==> src/rtl/clkgen_pkg.sv <==
// rtl/clkgen_pkg.sv - shared types and constants for the clock/reset sequencer
package clkgen_pkg;

  typedef enum logic [2:0] {
    PLL_RESET,
    WAIT_LOCK,
    STABILIZE,
    ENABLE,
    RUN,
    FAULT
  } clkseq_state_t;

  localparam int LOSS_COUNT_WIDTH = 16;

  // Counter width able to hold max_val without wrapping (never narrower than 1 bit).
  function automatic int cnt_width(input int max_val);
    return (max_val < 1) ? 1 : $clog2(max_val + 1);
  endfunction

endpackage

==> src/rtl/lock_synchronizer.sv <==
// rtl/lock_synchronizer.sv - two-flop synchroniser for the PLL lock indication
module lock_synchronizer (
  input  logic clk,
  input  logic rst_n,
  input  logic d_async,
  output logic q
);

  (* ASYNC_REG = "TRUE" *) logic meta;
  (* ASYNC_REG = "TRUE" *) logic sync;

  // Both stages clear on reset so a stale lock never leaks out of reset.
  always_ff @(posedge clk or negedge rst_n) begin
    if (!rst_n) begin
      meta <= 1'b0;
      sync <= 1'b0;
    end else begin
      meta <= d_async;
      sync <= meta;
    end
  end

  assign q = sync;

endmodule

==> src/rtl/clock_reset_sequencer.sv <==
// rtl/clock_reset_sequencer.sv - PLL supervisor and staggered domain clock/reset sequencer (option: CLKGEN_LOSS_COUNTER_EN)
module clock_reset_sequencer
  import clkgen_pkg::*;
#(
  parameter int unsigned NUM_DOMAINS         = 3,
  parameter int unsigned PLL_RST_CYCLES      = 16,
  parameter int unsigned LOCK_STABLE_CYCLES  = 1024,
  parameter int unsigned LOCK_TIMEOUT_CYCLES = 65536,
  parameter int unsigned STAGGER_CYCLES      = 8,
  parameter int unsigned MAX_RETRIES         = 4
) (
  input  logic                                  clk,
  input  logic                                  rst_n,
  input  logic                                  pll_lock_async,
  output logic                                  pll_rst,
  output logic [NUM_DOMAINS-1:0]                clk_en,
  output logic [NUM_DOMAINS-1:0]                domain_rst_n,
  output logic                                  ready,
  output logic                                  fault,
  output logic [$clog2(MAX_RETRIES+1)-1:0]      retry_count
`ifdef CLKGEN_LOSS_COUNTER_EN
  ,
  output logic [LOSS_COUNT_WIDTH-1:0]           lock_loss_count
`endif
);

  localparam int RETRY_W = $clog2(MAX_RETRIES + 1);
  localparam int RST_W   = cnt_width(int'(PLL_RST_CYCLES));
  localparam int TMO_W   = cnt_width(int'(LOCK_TIMEOUT_CYCLES));
  localparam int STAB_W  = cnt_width(int'(LOCK_STABLE_CYCLES));
  localparam int STAG_W  = cnt_width(int'(NUM_DOMAINS * STAGGER_CYCLES));

  localparam logic [RST_W-1:0]   RST_LAST   = RST_W'(PLL_RST_CYCLES - 1);
  localparam logic [TMO_W-1:0]   TMO_LAST   = TMO_W'(LOCK_TIMEOUT_CYCLES - 1);
  localparam logic [STAB_W-1:0]  STAB_LAST  = STAB_W'(LOCK_STABLE_CYCLES - 1);
  localparam logic [STAG_W-1:0]  STAG_LAST  = STAG_W'(NUM_DOMAINS * STAGGER_CYCLES);
  localparam logic [RETRY_W-1:0] RETRY_LAST = RETRY_W'(MAX_RETRIES - 1);

  logic lock_s;

  clkseq_state_t state, state_nxt;
  logic [RST_W-1:0]       rst_cnt, rst_cnt_nxt;
  logic [TMO_W-1:0]       tmo_cnt, tmo_cnt_nxt, tmo_inc;
  logic [STAB_W-1:0]      stab_cnt, stab_cnt_nxt;
  logic [STAG_W-1:0]      stag_cnt, stag_cnt_nxt;
  logic [RETRY_W-1:0]     retry_nxt;
  logic                   pll_rst_nxt, ready_nxt, fault_nxt;
  logic [NUM_DOMAINS-1:0] clk_en_nxt, domain_rst_n_nxt;
  logic [31:0]            t_val;

  lock_synchronizer u_lock_sync (
    .clk     (clk),
    .rst_n   (rst_n),
    .d_async (pll_lock_async),
    .q       (lock_s)
  );

  // Next-state and next-output logic; every output is registered from these values.
  always_comb begin
    state_nxt        = state;
    rst_cnt_nxt      = rst_cnt;
    tmo_cnt_nxt      = tmo_cnt;
    stab_cnt_nxt     = stab_cnt;
    stag_cnt_nxt     = stag_cnt;
    retry_nxt        = retry_count;
    pll_rst_nxt      = pll_rst;
    clk_en_nxt       = clk_en;
    domain_rst_n_nxt = domain_rst_n;
    ready_nxt        = ready;
    fault_nxt        = fault;
    t_val            = 32'd0;
    // The timeout budget spans WAIT_LOCK and STABILIZE, so a glitchy lock still expires it.
    tmo_inc          = (tmo_cnt == TMO_LAST) ? tmo_cnt : tmo_cnt + 1'b1;

    case (state)
      PLL_RESET: begin
        pll_rst_nxt = 1'b1;
        if (rst_cnt == RST_LAST) begin
          state_nxt   = WAIT_LOCK;
          pll_rst_nxt = 1'b0;
          rst_cnt_nxt = '0;
          tmo_cnt_nxt = '0;
        end else begin
          rst_cnt_nxt = rst_cnt + 1'b1;
        end
      end

      WAIT_LOCK: begin
        if (lock_s) begin
          // Lock beats a coincident timeout.
          state_nxt    = STABILIZE;
          stab_cnt_nxt = '0;
          tmo_cnt_nxt  = tmo_inc;
        end else if (tmo_cnt == TMO_LAST) begin
          pll_rst_nxt = 1'b1;
          if (retry_count == RETRY_LAST) begin
            state_nxt = FAULT;
            fault_nxt = 1'b1;
          end else begin
            state_nxt   = PLL_RESET;
            retry_nxt   = retry_count + 1'b1;
            rst_cnt_nxt = '0;
          end
        end else begin
          tmo_cnt_nxt = tmo_inc;
        end
      end

      STABILIZE: begin
        tmo_cnt_nxt = tmo_inc;
        if (!lock_s) begin
          state_nxt    = WAIT_LOCK;
          stab_cnt_nxt = '0;
        end else if (stab_cnt == STAB_LAST) begin
          state_nxt    = ENABLE;
          stag_cnt_nxt = '0;
        end else begin
          stab_cnt_nxt = stab_cnt + 1'b1;
        end
      end

      ENABLE, RUN: begin
        if (!lock_s) begin
          // Tear every domain down at once; a lost lock is not counted as a retry.
          state_nxt        = PLL_RESET;
          pll_rst_nxt      = 1'b1;
          rst_cnt_nxt      = '0;
          clk_en_nxt       = '0;
          domain_rst_n_nxt = '0;
          ready_nxt        = 1'b0;
        end else if (state == ENABLE) begin
          if (stag_cnt == STAG_LAST) begin
            state_nxt = RUN;
            ready_nxt = 1'b1;
            retry_nxt = '0;
          end else begin
            stag_cnt_nxt = stag_cnt + 1'b1;
          end
        end
      end

      FAULT: begin
        pll_rst_nxt      = 1'b1;
        clk_en_nxt       = '0;
        domain_rst_n_nxt = '0;
        ready_nxt        = 1'b0;
        fault_nxt        = 1'b1;
      end

      default: begin
        state_nxt   = PLL_RESET;
        pll_rst_nxt = 1'b1;
        rst_cnt_nxt = '0;
      end
    endcase

    // While enabling, clock enables lead their resets by one stagger slot.
    if (state_nxt == ENABLE) begin
      t_val = 32'(stag_cnt_nxt);
      for (int i = 0; i < int'(NUM_DOMAINS); i++) begin
        clk_en_nxt[i]       = (t_val >= 32'(i) * STAGGER_CYCLES);
        domain_rst_n_nxt[i] = (t_val >= 32'(i + 1) * STAGGER_CYCLES);
      end
    end
  end

  // State, counters and registered outputs.
  always_ff @(posedge clk or negedge rst_n) begin
    if (!rst_n) begin
      state        <= PLL_RESET;
      rst_cnt      <= '0;
      tmo_cnt      <= '0;
      stab_cnt     <= '0;
      stag_cnt     <= '0;
      retry_count  <= '0;
      pll_rst      <= 1'b1;
      clk_en       <= '0;
      domain_rst_n <= '0;
      ready        <= 1'b0;
      fault        <= 1'b0;
    end else begin
      state        <= state_nxt;
      rst_cnt      <= rst_cnt_nxt;
      tmo_cnt      <= tmo_cnt_nxt;
      stab_cnt     <= stab_cnt_nxt;
      stag_cnt     <= stag_cnt_nxt;
      retry_count  <= retry_nxt;
      pll_rst      <= pll_rst_nxt;
      clk_en       <= clk_en_nxt;
      domain_rst_n <= domain_rst_n_nxt;
      ready        <= ready_nxt;
      fault        <= fault_nxt;
    end
  end

`ifdef CLKGEN_LOSS_COUNTER_EN
  logic loss_evt;
  assign loss_evt = ((state == ENABLE) || (state == RUN)) && !lock_s;

  // Saturating count of lock-loss teardowns; only rst_n clears it.
  always_ff @(posedge clk or negedge rst_n) begin
    if (!rst_n) begin
      lock_loss_count <= '0;
    end else if (loss_evt && (lock_loss_count != {LOSS_COUNT_WIDTH{1'b1}})) begin
      lock_loss_count <= lock_loss_count + 1'b1;
    end
  end
`endif

endmodule

==> config.mk <==
export PLATFORM = sky130hd
export DESIGN_NAME = clock_reset_sequencer
export DESIGN_NICKNAME = d
export VERILOG_FILES = /design/src/rtl/clkgen_pkg.sv /design/src/rtl/lock_synchronizer.sv /design/src/rtl/clock_reset_sequencer.sv
export SDC_FILE = /design/constraint.sdc
export NUM_CORES = 1
export LEC_CHECK = 0
export BUFFER_PORTS_ARGS = -buffer_cell sky130_fd_sc_hd__buf_4
export CORE_MARGIN = 8
export CORE_UTILIZATION = 50
export CTS_CLUSTER_DIAMETER = 40
export CTS_CLUSTER_SIZE = 8
export DETAILED_ROUTE_END_ITERATION = 10
export HOLD_SLACK_MARGIN = 0.1
export PLACE_DENSITY = 0.67
export REMOVE_ABC_BUFFERS = 1
export SYNTH_ARGS = -nofsm -noshare
export SYNTH_HDL_FRONTEND = slang
export SYNTH_SLANG_ARGS = --single-unit
==> constraint.sdc <==
create_clock -name clk -period 3.49 [get_ports clk]
set_input_delay 0.5235 -clock clk [delete_from_list [all_inputs] [get_ports clk]]
set_output_delay 0.5235 -clock clk [all_outputs]
set_load 0.01 [all_outputs]
==> flow_summary.ini, run 1 <==
[worst_setup_path]
timing.rr.end = tmo_cnt[4]$_DFFE_PN0P_
crit_start = tmo_cnt[7]$_DFFE_PN0P_
cp.required_ps = 3740
path_class = register to register
crit_path_max_incr_delay_ps = 570
crit_top_cell = and4_1
r2r_cells = 9
crit_fanout = 12
cp_data_arrival_time_ps = 3150
crit_path_top_delay_cell = or4_1
worstSetupEndpointType = register
crit_path_cell_trace = and4_1, and3_1, and4_1, ha_1, nand2b_1, o211ai_1, nand2_2, or4_1, nand2_1
critical_path.endpoint = tmo_cnt[4]$_DFFE_PN0P_
r2r_start = tmo_cnt[7]$_DFFE_PN0P_
startpoint_type = register
r2r_slack_ps = 590

[timing]
rsz0062_at_grt = false
tns_ps = 0
finClkSkew_ps = 5.91
finalHoldViolCount = 0
finalCritPeriodShare_pct = 83.2
timing.fmax_mhz = 344
final-setup-viol-count = 0
fin_ws_ps = 587
whs_ps = 243
fin_crit_ps = 2900
slew_viol_final = 0
worstMarginPinSlew_ps = 831
maxSlewHeadroom_pct = 44.4

[clock_tree]
cts.sinks = 53
cts_setup_buffers = 0
cts_tree = yes
htreeDepth = 2
ctsResizeCount = 0
worstSkewPairLatency_ps = 300
clkTransAtPathRegs_ps = 100
cts-root-buf = clkbuf_8
clk_path_buf_depth = 2
cts_buffers = 5
postCtsHoldBufs = 0

[yosys]
netlist_area_um2 = 2990
syn_inst = 314
async_reset_ff_share_pct = 100
ys.flop_type = dfrtp_1
synth.avg_cell_area_um2 = 9.52
ys.warnings.count = 0
synth_cell_type_count = 65
ys_seq_elements = 53
synth_seq_area_share_pct = 44.4
synth_edf_count = 0

[drt]
drt_iter0_drc = 79
met1Wirelength_mm = 2.99
wl_per_cell_um = 15.3
routed_via_density = 5.74
drt.antenna.violating_nets = 0
wl_met2_mm = 2.82
vias = 2279
drc = 0
highest_layer = met4
first_pass_iters = 4
drt-total-wl_mm = 6.06
route.met3.wl_um = 178

[finish]
diodes = 0
num-nets-final = 332
area_growth_pct = 6.99
utilization_pct = 54.7
nFillCells = 531
final_layout_size_suffix_gt1_share_pct = 11.8

[die]
dieArea_um2 = 8710
ioPinCount = 15
die_h_um = 93.3
rows = 28
start_util_pct = 51.1
placeableCoreArea_um2 = 5850
die-width_um = 93.3

[outcome]
status = complete, no violations

[global_routing]
grt-ovfl-total = 0
grt_pass1_wl_mm = 10.8
grt_pass1_vias = 2379
grt_max_degree = 54
grt_usage_pct = 15.0
grt_antenna_before_repair = 0

[pwr]
peakVddDrop_v = 0.000384
p_per_area_nw_per_um2 = 524
total_power_mw = 1.67
p_leak_nw = 1.41

[placed_design]
preCtsSetupSlack_ps = 632
io_buffer_count = 14
gp_congestion = 0.794
dp.final_hpwl_mm = 4.26

[run]
cap_viol_max_count = 0

[hold_path]
min_path_type = input pin to asynchronous set/reset pin
==> Yosys cell counts, types with 4 or more instances <==
library cell,count,area share (%)
inv_1,15,1.9
nand3_1,16,2.7
nor2_1,32,4.0
dfrtp_1,52,44
a31oi_1,6,1.3
nand4b_1,4,1.2
ha_1,8,3.3
xor2_1,8,2.3
o31ai_1,6,1.5
nand4_1,9,1.9
xnor2_1,8,2.3
o21ai_0,21,3.5
a21oi_1,13,2.2
and3_1,8,1.7
buf_2,7,1.2
nand2_1,26,3.3
nor3_1,4,0.67
==> power breakdown <==
part | switching, mW | leakage [nW] | internal, mW
Clock | 0.204 | 0.0439 | 0.139
Sequential | 0.137 | 0.717 | 0.703
Combinational | 0.303 | 0.653 | 0.189
==> critical path, delay by kind of cell (launching register included) <==
family          cells  cell delay, ps
compound gates      1             410
flops               1             440
simple gates        7            1730
fa+ha+maj           1             260
==> cell families (layout without fill, tap and decap cells) <==
family          Yosys count  in the layout  share of synthesized area, %
xor+xnor                 16             16                          4.69
flops                    53             53                          44.4
mux                       2              2                         0.669
buf+inv                  31             39                          4.81
fa+ha+maj                 8              8                          3.35
compound gates           76             76                          17.4
simple gates            128            128                          24.7
==> routing by layer <==
metal,global-route usage (%),up-vias
li1,-,1147
met1,20.3,1101
met2,23.3,23
met3,3.29,8
met4,4.43,0
met5,0,-
==> state kept, by name, indices dropped and copies added, names as in the netlist, 2 cells and up <==
name / cells
stab_cnt: 11
state: 3
retry_count: 3
domain_rst_n: 2
stag_cnt: 5
tmo_cnt: 17
rst_cnt: 5
clk_en: 2
==> worst min path at each step <==
stage                                     from                      end  slack (ps)  depth (start not counted)
detailed placement  u_lock_sync.meta$_DFF_PN0_  u_lock_sync.q$_DFF_PN0_         340                          0
CTS                                      rst_n  tmo_cnt[14]$_DFFE_PN0P_         270                          1
global route                             rst_n   tmo_cnt[3]$_DFFE_PN0P_         300                          1
finish                                   rst_n   tmo_cnt[3]$_DFFE_PN0P_         240                          1
global placement    u_lock_sync.meta$_DFF_PN0_  u_lock_sync.q$_DFF_PN0_         340                          0
floorplan                                rst_n    clk_en[0]$_DFFE_PN0P_         230                          0
==> metrics by stage <==
stage / cell area [um^2] / std cells
2_1_floorplan: 2910 / 299
3_3_place_gp: 3110 / 389
3_5_place_dp: 3110 / 389
4_1_cts: 3200 / 397
5_1_grt: 3200 / 397
6_report: 3200 / 397
==> cell usage in the layout (no fill, tap or decap), types with 5 or more instances in the layout <==
master / count
dfrtp_1: 52
nor2_1: 32
nand2_1: 26
o21ai_0: 21
nand3_1: 16
inv_1: 15
buf_4: 15
a21oi_1: 13
nand4_1: 9
and3_1: 8
xnor2_1: 8
xor2_1: 8
ha_1: 8
a31oi_1: 6
o31ai_1: 6
clkbuf_8: 5
==> area by class of cell <==
cell class / count / area, um^2 / area share (%)
flip-flops and latches: 53 / 1330 / 41.5
clock inverters: 3 / 17.5 / 0.548
well taps: 75 / 93.8 / 2.93
inverters: 16 / 60.1 / 1.88
multi-input cells: 230 / 1520 / 47.5
clock buffers: 5 / 68.8 / 2.15
repair buffers: 15 / 113 / 3.52
(Power assumes the default switching activity.)
==> run 2, diff against run 1 <==
PLACE_DENSITY = 0.7   (was 0.67)
clock period = 2.5 ns   (was 3.49 ns; I/O delays follow)
==> flow_summary.ini, run 2 (synthesis results as in run 1) <==
[drt]
drc = 0
first_pass_iters = 4
drt-total-wl_mm = 6.03
vias = 2356
wl_per_cell_um = 14.7
drt.antenna.violating_nets = 0
routed_via_density = 5.76
drt_iter0_drc = 111

[die]
die_h_um = 93.3
placeableCoreArea_um2 = 5850
ioPinCount = 15
start_util_pct = 51.1
dieArea_um2 = 8710
rows = 28
die-width_um = 93.3

[worst_setup_path]
cp.required_ps = 2760
r2r_slack_ps = 140
crit_fanout = 7
startpoint_type = register
path_class = register to register
worstSetupEndpointType = register
cp_data_arrival_time_ps = 2620

[clock_tree]
cts_buffers = 5
clkTransAtPathRegs_ps = 100
cts.sinks = 53
htreeDepth = 2
cts-root-buf = clkbuf_8
clk_path_buf_depth = 2
cts_tree = yes
postCtsHoldBufs = 0
worstSkewPairLatency_ps = 310

[global_routing]
grt_antenna_before_repair = 0
grt_max_degree = 54
grt_pass1_wl_mm = 10.7
grt-ovfl-total = 0
grt_usage_pct = 14.9
grt_pass1_vias = 2292

[timing]
worstMarginPinSlew_ps = 653
rsz0062_at_grt = true
slew_viol_final = 0
final-setup-viol-count = 0
finClkSkew_ps = 18.1
maxSlewHeadroom_pct = 56.4
fin_crit_ps = 2360
timing.fmax_mhz = 423
finalHoldViolCount = 0
finalCritPeriodShare_pct = 94.6

[pwr]
total_power_mw = 2.55
p_per_area_nw_per_um2 = 765
p_leak_nw = 1.49
peakVddDrop_v = 0.000393

[finish]
diodes = 0
final_common_cell = dfrtp_1
num-nets-final = 344
final_layout_size_suffix_gt1_share_pct = 15.6
top_register = tmo_cnt
nFillCells = 504
seq_area_um2 = 1330
top_regs = tmo_cnt x17, stab_cnt x11
stdcell_area_um2 = 3330
multi_input_area_um2 = 1530
area_growth_pct = 11.4
final_cell_mix = 52 x dfrtp_1, 32 x nor2_1, 27 x buf_4
utilization_pct = 56.9
largest_reg_flops = 17

[placed_design]
io_buffer_count = 14
dp.final_hpwl_mm = 4.32
gp_congestion = 0.800
placed_area_um2 = 3200

[outcome]
status = complete, no violations

[run]
cap_viol_max_count = 0

[hold_path]
min_path_type = input pin to asynchronous set/reset pin
[run 2: repair_timing]
action	4_1_cts	5_1_grt
setup buffers	0	0
endpoints found under the setup margin	0	10
gates resized for setup	0	4
[run 2: final cells by class]
| class | instances | area share, % |
|---|---|---|
| Multi-Input combinational cell | 230 | 45.9 |
| Sequential cell | 53 | 39.9 |
| Timing Repair Buffer | 27 | 6.09 |
| Tap cell | 75 | 2.82 |
| Clock buffer | 7 | 2.59 |
| Inverter | 16 | 1.80 |
| Clock inverter | 1 | 0.902 |
[run 2: final timing paths]
kind,end,depth (start not counted),from
worst max-delay path,tmo_cnt[4]$_DFFE_PN0P_,9,tmo_cnt[9]$_DFFE_PN0P_
worst min-delay path,tmo_cnt[11]$_DFFE_PN0P_,1,rst_n
worst max register to register,tmo_cnt[4]$_DFFE_PN0P_,9,tmo_cnt[9]$_DFFE_PN0P_
worst min register to register,u_lock_sync.q$_DFF_PN0_,0,u_lock_sync.meta$_DFF_PN0_
max in group asynchronous,stab_cnt[1]$_DFFE_PN0P_,1,rst_n
min in group clk,u_lock_sync.meta$_DFF_PN0_,1,pll_lock_async
[run 2: per-stage QoR]
stage / hold slack, ps / instances / setup TNS, ps / setup WS [ps]
final: 86.3 / 409 / 0 / 136
after global routing: 159 / 409 / -4.96 / -4.96
after CTS: 117 / 409 / 0 / 40.7
after detailed placement: 335 / 401 / 0 / 48.5
after global placement: 333 / 401 / 0 / 137
after floorplan: 79.4 / 299 / -43.6 / -43.6
[run 2: routing by layer]
layer	GRT usage, %	vias to the layer above	wire length (um)
met5	0	-	0
li1	-	1182	-
met4	4.30	0	65
met2	23.6	33	2780
met3	2.72	6	147
met1	20.3	1135	3040
[run 2: power by group]
| group | leakage (nW) | internal [mW] | switching, mW |
|---|---|---|---|
| clock | 0.0585 | 0.327 | 0.282 |
| combinational | 0.717 | 0.326 | 0.459 |
| sequential | 0.717 | 0.982 | 0.171 |
| total | 1.49 | 1.63 | 0.912 |
[run 2: critical path, cell delays in order (launching register included)]
cell and delay, ps:
dfrtp_1 400, and4_1 250, and3_1 200, and4_1 210, ha_2 210, o21a_1 210
nor2_1 160, nand2_2 100, or4_1 520, nand2_1 70
